$ cat src/rtl/exe_iter_if.sv
// Handshake bundle for exe_iter: upstream issue port and downstream result port.
// slave = execution unit side, master = the agent feeding and draining it.
interface exe_iter_if #(
    parameter int WIDTH   = 16,
    parameter int RADDR_W = 4
);
    logic               in_valid;
    logic               in_ready;
    logic [WIDTH-1:0]   in_instr;
    logic [WIDTH-1:0]   in_pc;
    logic [WIDTH-1:0]   in_op1;
    logic [WIDTH-1:0]   in_op2;
    logic [WIDTH-1:0]   in_mem_data;
    logic [7:0]         in_alu_opcode;
    logic [RADDR_W-1:0] in_wreg_addr;
    logic [1:0]         in_rwe;
    logic               in_branch;

    logic               out_valid;
    logic               out_ready;
    logic [WIDTH-1:0]   out_instr;
    logic [WIDTH-1:0]   out_pc;
    logic [WIDTH-1:0]   out_result;
    logic [WIDTH-1:0]   out_mem_data;
    logic [RADDR_W-1:0] out_wreg_addr;
    logic [1:0]         out_rwe;
    logic               out_branch;

    modport slave (
        input  in_valid, in_instr, in_pc, in_op1, in_op2, in_mem_data,
               in_alu_opcode, in_wreg_addr, in_rwe, in_branch, out_ready,
        output in_ready, out_valid, out_instr, out_pc, out_result,
               out_mem_data, out_wreg_addr, out_rwe, out_branch
    );

    modport master (
        output in_valid, in_instr, in_pc, in_op1, in_op2, in_mem_data,
               in_alu_opcode, in_wreg_addr, in_rwe, in_branch, out_ready,
        input  in_ready, out_valid, out_instr, out_pc, out_result,
               out_mem_data, out_wreg_addr, out_rwe, out_branch
    );
endinterface

$ cat src/rtl/exe_iter.sv
// Execute stage: single-cycle ALU plus iterative shift-add multiplier and
// restoring divider. Define EXE_ITER_DIV_EN to build DIV/REM; otherwise they decode as unknown.
//
// state | meaning
// IDLE  | empty, ready for a new op
// BUSY  | iterating MUL/DIV/REM, WIDTH cycles
// DONE  | result valid, held until out_ready
module exe_iter #(
    parameter int WIDTH   = 16,
    parameter int RADDR_W = 4
) (
    input  logic      clk,
    input  logic      rst,
    input  logic      flush,
    exe_iter_if.slave io
);
    localparam int SH_W  = $clog2(WIDTH);
    localparam int CNT_W = $clog2(WIDTH) + 1;
`ifdef EXE_ITER_DIV_EN
    localparam int AW    = WIDTH + 1;
`else
    localparam int AW    = WIDTH;
`endif

    localparam logic [7:0] ALU_OPCODE_NOP = 8'h00;
    localparam logic [7:0] ALU_OPCODE_ADD = 8'h01;
    localparam logic [7:0] ALU_OPCODE_SUB = 8'h02;
    localparam logic [7:0] ALU_OPCODE_AND = 8'h03;
    localparam logic [7:0] ALU_OPCODE_OR  = 8'h04;
    localparam logic [7:0] ALU_OPCODE_CMP = 8'h05;
    localparam logic [7:0] ALU_OPCODE_SLL = 8'h06;
    localparam logic [7:0] ALU_OPCODE_SRL = 8'h07;
    localparam logic [7:0] ALU_OPCODE_SRA = 8'h08;
    localparam logic [7:0] ALU_OPCODE_MUL = 8'h09;
    localparam logic [7:0] ALU_OPCODE_DIV = 8'h0A;
    localparam logic [7:0] ALU_OPCODE_REM = 8'h0B;

    typedef enum logic [1:0] {S_IDLE, S_BUSY, S_DONE} state_t;
    typedef enum logic [1:0] {K_MUL, K_DIV, K_REM} kind_t;

    state_t             state_q, state_d;
    kind_t              kind_q, kind_d;
    logic [CNT_W-1:0]   cnt_q, cnt_d;
    logic [AW-1:0]      acc_q, acc_d;
    logic [WIDTH-1:0]   x_q, x_d;
    logic [WIDTH-1:0]   y_q, y_d;
    logic [WIDTH-1:0]   result_q, result_d;
    logic [WIDTH-1:0]   instr_q, instr_d;
    logic [WIDTH-1:0]   pc_q, pc_d;
    logic [WIDTH-1:0]   mem_q, mem_d;
    logic [RADDR_W-1:0] wreg_q, wreg_d;
    logic [1:0]         rwe_q, rwe_d;
    logic               branch_q, branch_d;

    logic               rdy;
    logic               accept;
    logic               start_iter;
    logic [SH_W-1:0]    shamt;
    logic [WIDTH-1:0]   alu_res;
    logic [WIDTH-1:0]   acc_mul;
`ifdef EXE_ITER_DIV_EN
    logic [WIDTH:0]     div_sh;
    logic               div_ge;
    logic [WIDTH:0]     div_rem;
`endif

    always_comb begin
        shamt = io.in_op2[SH_W-1:0];
        case (io.in_alu_opcode)
            ALU_OPCODE_NOP: alu_res = '0;
            ALU_OPCODE_ADD: alu_res = io.in_op1 + io.in_op2;
            ALU_OPCODE_SUB: alu_res = io.in_op1 - io.in_op2;
            ALU_OPCODE_AND: alu_res = io.in_op1 & io.in_op2;
            ALU_OPCODE_OR:  alu_res = io.in_op1 | io.in_op2;
            ALU_OPCODE_CMP: alu_res = (io.in_op1 == io.in_op2) ? '0 : WIDTH'(1);
            ALU_OPCODE_SLL: alu_res = io.in_op1 << shamt;
            ALU_OPCODE_SRL: alu_res = io.in_op1 >> shamt;
            ALU_OPCODE_SRA: alu_res = $unsigned($signed(io.in_op1) >>> shamt);
            default:        alu_res = WIDTH'(8'hFE);
        endcase
    end

    always_comb begin
        start_iter = (io.in_alu_opcode == ALU_OPCODE_MUL);
`ifdef EXE_ITER_DIV_EN
        if ((io.in_alu_opcode == ALU_OPCODE_DIV) || (io.in_alu_opcode == ALU_OPCODE_REM))
            start_iter = 1'b1;
`endif
    end

    always_comb begin
        state_d  = state_q;
        kind_d   = kind_q;
        cnt_d    = cnt_q;
        acc_d    = acc_q;
        x_d      = x_q;
        y_d      = y_q;
        result_d = result_q;
        instr_d  = instr_q;
        pc_d     = pc_q;
        mem_d    = mem_q;
        wreg_d   = wreg_q;
        rwe_d    = rwe_q;
        branch_d = branch_q;

        rdy    = !flush && ((state_q == S_IDLE) || ((state_q == S_DONE) && io.out_ready));
        accept = io.in_valid && rdy;

        acc_mul = acc_q[WIDTH-1:0] + (y_q[0] ? x_q : '0);
`ifdef EXE_ITER_DIV_EN
        div_sh  = {acc_q[WIDTH-1:0], x_q[WIDTH-1]};
        div_ge  = (div_sh >= {1'b0, y_q});
        div_rem = div_ge ? (div_sh - {1'b0, y_q}) : div_sh;
`endif

        case (state_q)
            S_BUSY: begin
                cnt_d = cnt_q - 1'b1;
                if (kind_q == K_MUL) begin
                    acc_d = AW'(acc_mul);
                    x_d   = x_q << 1;
                    y_d   = y_q >> 1;
                    if (cnt_q == CNT_W'(1))
                        result_d = acc_mul;
                end
`ifdef EXE_ITER_DIV_EN
                else begin
                    // Quotient bits shift into x as the dividend bits shift out.
                    acc_d = div_rem;
                    x_d   = {x_q[WIDTH-2:0], div_ge};
                    if (cnt_q == CNT_W'(1))
                        result_d = (kind_q == K_DIV) ? {x_q[WIDTH-2:0], div_ge}
                                                     : div_rem[WIDTH-1:0];
                end
`endif
                if (cnt_q == CNT_W'(1))
                    state_d = S_DONE;
            end
            S_DONE: begin
                if (io.out_ready)
                    state_d = S_IDLE;
            end
            default: ;
        endcase

        if (accept) begin
            instr_d  = io.in_instr;
            pc_d     = io.in_pc;
            mem_d    = io.in_mem_data;
            wreg_d   = io.in_wreg_addr;
            rwe_d    = io.in_rwe;
            branch_d = io.in_branch;
            if (start_iter) begin
                state_d = S_BUSY;
                cnt_d   = CNT_W'(WIDTH);
                acc_d   = '0;
                x_d     = io.in_op1;
                y_d     = io.in_op2;
                kind_d  = K_MUL;
`ifdef EXE_ITER_DIV_EN
                if (io.in_alu_opcode == ALU_OPCODE_DIV) kind_d = K_DIV;
                if (io.in_alu_opcode == ALU_OPCODE_REM) kind_d = K_REM;
`endif
            end else begin
                state_d  = S_DONE;
                result_d = alu_res;
            end
        end

        if (flush) begin
            state_d = S_IDLE;
            cnt_d   = '0;
        end
    end

    always_ff @(posedge clk or posedge rst) begin
        if (rst) begin
            state_q  <= S_IDLE;
            kind_q   <= K_MUL;
            cnt_q    <= '0;
            acc_q    <= '0;
            x_q      <= '0;
            y_q      <= '0;
            result_q <= '0;
            instr_q  <= '0;
            pc_q     <= '0;
            mem_q    <= '0;
            wreg_q   <= '0;
            rwe_q    <= '0;
            branch_q <= 1'b0;
        end else begin
            state_q  <= state_d;
            kind_q   <= kind_d;
            cnt_q    <= cnt_d;
            acc_q    <= acc_d;
            x_q      <= x_d;
            y_q      <= y_d;
            result_q <= result_d;
            instr_q  <= instr_d;
            pc_q     <= pc_d;
            mem_q    <= mem_d;
            wreg_q   <= wreg_d;
            rwe_q    <= rwe_d;
            branch_q <= branch_d;
        end
    end

    assign io.in_ready      = rdy;
    assign io.out_valid     = (state_q == S_DONE);
    assign io.out_instr     = instr_q;
    assign io.out_pc        = pc_q;
    assign io.out_result    = result_q;
    assign io.out_mem_data  = mem_q;
    assign io.out_wreg_addr = wreg_q;
    assign io.out_rwe       = rwe_q;
    assign io.out_branch    = branch_q;
endmodule

$ cat src/flat_wrapper.sv
// flat-port wrapper written by rule: the top's interface ports become plain ports
module exe_iter_flat 
#(
    parameter int WIDTH   = 16,
    parameter int RADDR_W = 4
)
  (clk, rst, flush, io_in_valid, io_in_instr, io_in_pc, io_in_op1, io_in_op2, io_in_mem_data, io_in_alu_opcode, io_in_wreg_addr, io_in_rwe, io_in_branch, io_out_ready, io_in_ready, io_out_valid, io_out_instr, io_out_pc, io_out_result, io_out_mem_data, io_out_wreg_addr, io_out_rwe, io_out_branch);
  exe_iter_if #(.WIDTH(WIDTH), .RADDR_W(RADDR_W)) io_i ();
  input  logic clk;
  input  logic rst;
  input  logic flush;
  input wire logic [$bits(io_i.in_valid)-1:0] io_in_valid;
  input wire logic [$bits(io_i.in_instr)-1:0] io_in_instr;
  input wire logic [$bits(io_i.in_pc)-1:0] io_in_pc;
  input wire logic [$bits(io_i.in_op1)-1:0] io_in_op1;
  input wire logic [$bits(io_i.in_op2)-1:0] io_in_op2;
  input wire logic [$bits(io_i.in_mem_data)-1:0] io_in_mem_data;
  input wire logic [$bits(io_i.in_alu_opcode)-1:0] io_in_alu_opcode;
  input wire logic [$bits(io_i.in_wreg_addr)-1:0] io_in_wreg_addr;
  input wire logic [$bits(io_i.in_rwe)-1:0] io_in_rwe;
  input wire logic [$bits(io_i.in_branch)-1:0] io_in_branch;
  input wire logic [$bits(io_i.out_ready)-1:0] io_out_ready;
  output wire logic [$bits(io_i.in_ready)-1:0] io_in_ready;
  output wire logic [$bits(io_i.out_valid)-1:0] io_out_valid;
  output wire logic [$bits(io_i.out_instr)-1:0] io_out_instr;
  output wire logic [$bits(io_i.out_pc)-1:0] io_out_pc;
  output wire logic [$bits(io_i.out_result)-1:0] io_out_result;
  output wire logic [$bits(io_i.out_mem_data)-1:0] io_out_mem_data;
  output wire logic [$bits(io_i.out_wreg_addr)-1:0] io_out_wreg_addr;
  output wire logic [$bits(io_i.out_rwe)-1:0] io_out_rwe;
  output wire logic [$bits(io_i.out_branch)-1:0] io_out_branch;
  assign io_i.in_valid = io_in_valid;
  assign io_i.in_instr = io_in_instr;
  assign io_i.in_pc = io_in_pc;
  assign io_i.in_op1 = io_in_op1;
  assign io_i.in_op2 = io_in_op2;
  assign io_i.in_mem_data = io_in_mem_data;
  assign io_i.in_alu_opcode = io_in_alu_opcode;
  assign io_i.in_wreg_addr = io_in_wreg_addr;
  assign io_i.in_rwe = io_in_rwe;
  assign io_i.in_branch = io_in_branch;
  assign io_i.out_ready = io_out_ready;
  assign io_in_ready = io_i.in_ready;
  assign io_out_valid = io_i.out_valid;
  assign io_out_instr = io_i.out_instr;
  assign io_out_pc = io_i.out_pc;
  assign io_out_result = io_i.out_result;
  assign io_out_mem_data = io_i.out_mem_data;
  assign io_out_wreg_addr = io_i.out_wreg_addr;
  assign io_out_rwe = io_i.out_rwe;
  assign io_out_branch = io_i.out_branch;
  exe_iter #(.WIDTH(WIDTH), .RADDR_W(RADDR_W)) u_core (.clk(clk), .rst(rst), .flush(flush), .io(io_i));
endmodule
$ cat config.mk
export PLATFORM = sky130hd
export DESIGN_NAME = exe_iter_flat
export DESIGN_NICKNAME = d
export VERILOG_FILES = /design/src/rtl/exe_iter_if.sv /design/src/rtl/exe_iter.sv /design/src/flat_wrapper.sv
export SDC_FILE = /design/constraint.sdc
export NUM_CORES = 1
export LEC_CHECK = 0
export BUFFER_PORTS_ARGS = -buffer_cell sky130_fd_sc_hd__buf_2
export CELL_PAD_IN_SITES_DETAIL_PLACEMENT = 1
export CELL_PAD_IN_SITES_GLOBAL_PLACEMENT = 1
export CORE_AREA = 2 2 154 156
export CTS_BUF_LIST = sky130_fd_sc_hd__clkbuf_4 sky130_fd_sc_hd__clkbuf_8 sky130_fd_sc_hd__clkbuf_16
export CTS_CLUSTER_DIAMETER = 50
export DETAILED_ROUTE_END_ITERATION = 16
export DIE_AREA = 0 0 156 158
export MAX_ROUTING_LAYER = met4
export PLACE_DENSITY = 0.8
export REMOVE_ABC_BUFFERS = 1
export SLEW_MARGIN = 30
export SYNTH_ARGS = -nofsm -noshare
export SYNTH_HDL_FRONTEND = slang
export SYNTH_SLANG_ARGS = --single-unit
$ cat constraint.sdc
create_clock -name clk -period 3.8 [get_ports clk]
set_input_delay 0.19 -clock clk [delete_from_list [all_inputs] [get_ports clk]]
set_output_delay 0.19 -clock clk [all_outputs]
set_load 0.05 [all_outputs]
# After elaboration in Yosys (flattened, before gate mapping)
# Cells that the tools add are included.
dict set report op_classes {
  shifts 3
  magnitude_cmp 0
  n_eq_ne 15
  div 0
  mux 26
  bitwise_logic 2
  reduce_logical 9
  add_sub_neg 4
  n_mul 0
}
# operator n
set op_table {}
lappend op_table {{16-bit 2-to-1 mux} 14}
lappend op_table {{16-bit one-hot mux with 9 select lines} 1}
lappend op_table {{16-bit adder} 2}
lappend op_table {{8-bit by 3-bit equality test with 1-bit output, second input constant} 4}
lappend op_table {{5-bit 2-to-1 mux} 4}
lappend op_table {{16-bit bitwise AND} 1}
lappend op_table {{16-bit equality test} 1}
lappend op_table {{8-bit by 2-bit equality test with 1-bit output, second input constant} 2}
lappend op_table {{8-bit by 4-bit equality test with 1-bit output, second input constant} 2}
lappend op_table {{16-bit bitwise OR} 1}
lappend op_table {{16-bit by 4-bit << shifter with 16-bit output} 1}
lappend op_table {{16-bit by 4-bit right shift with 16-bit output} 1}
lappend op_table {{16-bit by 4-bit >>> shifter with 16-bit output} 1}
lappend op_table {{16-bit subtractor} 1}
lappend op_table {{2-bit 2-to-1 mux} 5}
lappend op_table {{8-bit by 1-bit equality test with 1-bit output, second input constant} 1}
lappend op_table {{8-bit zero test} 1}
lappend op_table {{5-bit by 1-bit equality test with 1-bit output, second input constant} 1}
lappend op_table {{5-bit by 1-bit subtractor with 5-bit output, second input constant} 1}
lappend op_table {{4-bit by 2-bit != test with 1-bit output, second input constant} 1}
lappend op_table {{4-bit by 3-bit != test with 1-bit output, second input constant} 1}
lappend op_table {{2-bit one-hot mux with 2 select lines} 1}
lappend op_table {{4-bit nonzero test} 1}
lappend op_table {{1-bit logical AND} 3}
lappend op_table {{7 further kinds} 7}
dict set report word_totals {
  ram_bits 0
  register_bits 126
  elab_cells 71
  latchBits 0
  memories 0
  rom_bits 0
  out_inout_bits 73
  input_bits 100
}

# Logic depth before layout (Yosys ltp)
dict set report logic_depth {
  ltp_word 7
  ltp_mapped 13
}

# Worst setup path after synthesis
# Ideal clock, no wire load.
dict set report synth_path {
  path_type {in2reg}
  startpoint {input port io_in_op2[1]}
  endpoint {register u_core.result_q[11] (netlist: u_core.io.out_result[11])}
  required_ns 3.673
  arrival_time_ns 2.840
  stages 13
  setup_ns 0.127
  path_slack_ns 0.833
  cell_sequence {buf_4 -> buf_4 -> buf_2 -> inv_1 -> ha_1 -> or2_2 -> a221oi_1 -> o2111a_1 -> o21ai_0 -> and2_1 -> a221o_1 -> a21oi_1 -> o21ai_1}
}
dict set report synth_between {
  elab_chain_len 4
}
# item line
set synth_rtl {}
lappend synth_rtl {{start: declaration} flat_wrapper.sv:16} ;# input wire logic [$bits(io_i.in_op2)-1:0] io_in_op2;
lappend synth_rtl {{16-bit subtractor, or another cell as far along} exe_iter.sv:72} ;# ALU_OPCODE_SUB: alu_res = io.in_op1 - io.in_op2;
lappend synth_rtl {{16-bit one-hot mux with 9 select lines (*)} exe_iter.sv:69} ;# case (io.in_alu_opcode)
lappend synth_rtl {{16-bit 2-to-1 mux (*)} exe_iter.sv:153} ;# if (start_iter) begin
lappend synth_rtl {{16-bit 2-to-1 mux (*)} exe_iter.sv:146} ;# if (accept) begin
lappend synth_rtl {{net u_core.result_d[11]} exe_iter.sv:47} ;# logic [WIDTH-1:0] result_q, result_d;
lappend synth_rtl {{end signal: assignment} exe_iter.sv:198} ;# result_q <= result_d;
lappend synth_rtl {{end: declaration} exe_iter.sv:47}
# Mark *: on every way through the listed nets, which the timed path passes. The rest lies on a longest branch.
# A chain may end at the register's enable or synchronous reset.

# Final worst setup path
dict set report layout_path {
  startpoint {register u_core.y_q[0]}
  endpoint {register u_core.acc_q[14]}
}
dict set report layout_between {
  elab_chain_len 5
}
# item line
set layout_rtl {}
lappend layout_rtl {{start: declaration} exe_iter.sv:46} ;# logic [WIDTH-1:0] y_q, y_d;
lappend layout_rtl {{start signal: assignment} exe_iter.sv:197} ;# y_q <= y_d;
lappend layout_rtl {{16-bit 2-to-1 mux (*)} exe_iter.sv:109} ;# acc_mul = acc_q[WIDTH-1:0] + (y_q[0] ? x_q : '0);
lappend layout_rtl {{16-bit adder (*)} exe_iter.sv:109}
lappend layout_rtl {{16-bit 2-to-1 mux (*)} exe_iter.sv:116} ;# case (state_q)
lappend layout_rtl {{16-bit 2-to-1 mux} exe_iter.sv:153}
lappend layout_rtl {{16-bit 2-to-1 mux (*)} exe_iter.sv:146}
lappend layout_rtl {{net u_core.acc_d[14]} exe_iter.sv:44} ;# logic [AW-1:0] acc_q, acc_d;
lappend layout_rtl {{end signal: assignment} exe_iter.sv:181} ;# acc_q <= '0;
lappend layout_rtl {{end signal: assignment} exe_iter.sv:195} ;# acc_q <= acc_d;
lappend layout_rtl {{end: declaration} exe_iter.sv:44}
# Marked as above.

==> reports/qor_table.md <==
| Stage | Item | Reported |
| --- | --- | --- |
| synthesis | Top cell type's share of synthesized area | 0.3231 |
| outcome | Run status | finished, final reports clean |
| cts | Maximum buffer depth of the clock tree | 2 |
| synthesis | Number of flops mapped to enable cells by yosys | 0 |
| critical path | Worst Setup Start Kind | flip-flop |
| routing | DR WL/cell | 23.33 microns |
| synthesis | Synthesized instance count | 1092 |
| grt | GRT Residual Overflow | 0 |
| timing | Max_slew headroom | 0.4212 |
| synthesis | Sequential area share after synthesis | 0.3231 |
| floorplanning | Top Ports | 173 |
| timing | Final setup violation count | 0 |
| synthesis | Total standard cell area after synthesis | 9759 sq um |
| critical path | Maximum net fanout on the critical path | 17 |
| cts | Htree depth | 4 |
| floorplanning | Die boundary height | 158 microns |
| critical path | Slowest CP cell | dfrtp_1 |
| final layout | Final cell count without fillers | 1581 |
| critical path | Critical path start-end classification | reg -> reg |
| routing | Number of nets with antenna violations after routing | 0 |
| timing | Final critical-path required period | 3251 ps |
| synthesis | Number of distinct standard cells referenced by the synthesized netlist | 76 |
| critical path | CP Data Arrival Time | 3610 ps |
| floorplanning | Initial core utilization | 0.4234 |
| synthesis | Async set-reset flop share out of synthesis | 1.000 |
| final layout | Area Overhead vs Synth | 22.22% |
| grt | Via count of the first global-routing pass | 10130 |
| synthesis | Leading cell types by total area after synthesis | dfrtp_1, ha_1, mux2_2 |
| routing | Number of remaining DRC errors | 0 |
| pwr | Pwr/cell area | 420.4 nW/um^2 |
| pwr | Static power due to leakage | 5.325 nW |
| synthesis | Syn Area/Cell | 8.937 sq um |
| floorplanning | Die width | 156 microns |
| synthesis | Synthesis-stage register bit count | 126 |
| grt | Global-route wire length before repair | 57110 microns |
| final layout | Ant. Diodes | 0 |
| grt | Gr usage total | 0.3107 |
| cts | Root buffer cell | clkbuf_16 |
| grt | Pin count of the biggest net entering global routing | 71 |
| final layout | Number of nets in the final layout | 1449 |
| synthesis | Leading register cell type out of synthesis | dfrtp_1 |
| timing | Final hold violation count | 0 |
| final layout | Number of fill cells | 2660 |
| floorplanning | Overall die area | 24650 sq um |
| cts | Clock tree from TritonCTS | yes |
| synthesis | Most numerous cell in the Yosys netlist | dfrtp_1 |
| timing | Worst hold margin | 8.985 ps |
| floorplanning | Area of the placeable core | 23050 sq um |
| critical path | Largest incremental delay on the critical path | 540 ps |
| pwr | Design Power | 5.014 mW |
| floorplanning | Number of rows in the core area | 56 |
| cts | Post-CTS setup buffer count | 0 |
| critical path | Cell-by-cell trace of the critical path | and2_1 -> ha_1 -> fa_1 -> a211oi_1 -> o21a_1 -> o21ai_0 -> a311o_1 -> a21oi_1 -> xnor2_1 -> nand2_1 -> a21oi_1 |
| grt | Initial antenna violation count | 0 |
| critical path | Crit. End Element | flip-flop |
| routing | Violation count after the first detailed-routing iteration | 610 |
| cts | Number of hold buffers added after CTS | 47 |
| timing | Transition time at the pin with the least slew margin | 866.1 ps |
| critical path | Required time of the worst setup path | 4150 ps |
| cts | Count of clock tree sinks | 126 |
| cts | Num CTS Buffers | 17 |
| pwr | Max VDD drop | 0.2520 mV |
| routing | Post-detailed-routing wire length | 36890 microns |
| routing | Via total after detailed routing | 9567 |
| placement | Total placed cells including tap cells | 1501 |
| routing | Per-cell via count in the routed design | 6.051 |
| timing | Maximum operating frequency | 0.3076 GHz |
| placement | Count of buffers from port buffering | 172 |
| synthesis | Syn. warnings | 0 |
| synthesis | Commonest cells in the synthesized netlist | dfrtp_1, nand2_1, o21ai_0, nor2_1, a21oi_1 |
| timing | Slew Limit Fails | 0 |
| synthesis | Largest area contributor in the synthesized netlist | dfrtp_1 |
| cts | Clock Pin Slew Worst Setup and Hold Paths | 70 ps |
| routing | Number of iterations in the first detailed-routing pass | 5 |
| flow run | Maximum capacitance violations | 0 |
| critical path | Cell mode on critical path | a21oi_1 |
| cts | Source-to-sink clock delay at the later pin of the worst-skew pair | 430 ps |
| final layout | Fraction of final layout cells with drive strength greater than 1 | 0.2432 |
| timing | Setup repair after global routing missed its margin | false |
| cts | CTS resizes | 0 |
| timing | Crit share post-route | 0.8556 |
| min path | Class of the most critical hold timing path | in -> reg |
| placement | Weighted congestion reported at the end of routability-driven placement | 0.9117 |
| placement | HPWL after detailed placement | 24810 microns |
| timing | Worst Skew | 11.43 ps |
-- power breakdown --
part / internal [mW] / switching [mW]
Combinational: 0.586 / 1.17
Sequential: 1.51 / 0.117
Clock: 0.870 / 0.765
-- sequential cells by signal, indices dropped and copies added (netlist names) --
name	flops
u_core.y_q	16
u_core.io.out_branch	1
u_core.io.out_result	16
u_core.io.out_rwe	2
u_core.io.out_mem_data	16
u_core.x_q	16
u_core.io.out_wreg_addr	4
u_core.io.out_instr	16
u_core.state_q	2
u_core.acc_q	16
u_core.cnt_q	5
u_core.io.out_pc	16
-- worst max-delay path, delay by kind of cell, from the launching register on --
kind,cells,cell delay (ps)
compound gates,6,1510
fa+ha+maj,2,680
flops,1,540
simple gates,2,290
xor+xnor,1,150
-- through the flow --
stage	setup TNS, ps	setup WS, ps	cell area [sq um]	util
finish	0	548.6	11930	0.5174
global route	0	307.7	11930	0.5174
CTS	0	551.8	11910	0.5168
detailed placement	0	641.3	10870	0.4716
global placement	0	721.4	10870	0.4716
floorplan	-19090	-434.0	9428	-
-- placed cells by master, fill, tap and decap left out, types with 17 or more instances in the layout --
master	synthesis	routed
buf_4	5	20
clkbuf_16	0	17
ha_1	68	68
a211oi_1	21	21
mux2i_1	55	55
o21ai_0	94	94
inv_1	55	54
nor3_1	18	18
nand2_1	111	111
dfrtp_1	126	126
a21oi_1	72	72
and2_1	18	17
buf_2	19	172
dlygate4sd3_1	0	48
mux2_2	59	59
nor2_1	85	84
-- layout make-up --
cell class | count | area [sq um] | share of cell area
multi-input cells | 835 | 6092 | 0.5108
flip-flops and latches | 126 | 3153 | 0.2643
repair buffers | 242 | 1531 | 0.1284
clock buffers | 17 | 425.4 | 0.03567
well taps | 290 | 362.8 | 0.03042
inverters | 56 | 215.2 | 0.01804
clock inverters | 15 | 147.6 | 0.01238
-- cell families after synthesis --
kind of cell	Yosys count	share of synthesized area
compound gates	305	0.1990
xor+xnor	22	0.01974
fa+ha+maj	71	0.09333
buf+inv	131	0.05551
flops	126	0.3231
mux	129	0.1591
simple gates	308	0.1503
-- worst paths after layout --
path                                               startpoint  depth (start not counted)                                     to  slack, ps
setup / recovery                      u_core.y_q[0]$_DFF_PP0_                         11             u_core.acc_q[14]$_DFF_PP0_        550
hold / removal                                 io_in_instr[1]                          2     u_core.io.out_instr[1]$_DFFE_PP0P_          9
setup reg to reg                      u_core.y_q[0]$_DFF_PP0_                         11             u_core.acc_q[14]$_DFF_PP0_        550
hold reg to reg            u_core.io.out_instr[2]$_DFFE_PP0P_                          1     u_core.io.out_instr[2]$_DFFE_PP0P_        500
max in group asynchronous                                 rst                          4                u_core.x_q[7]$_DFF_PP0_       2580
min in group asynchronous                                 rst                          3  u_core.io.out_mem_data[9]$_DFFE_PP0P_        440
-- routing by layer --
metal / up-vias / routed length [microns] / global-route usage
met4: 0 / 1228 / 0.1022
met3: 85 / 2334 / 0.04325
met1: 4771 / 14690 / 0.3752
li1: 4318 / - / -
met2: 393 / 18640 / 0.5383
met5: - / 0 / -
(Power assumes the default switching activity.)
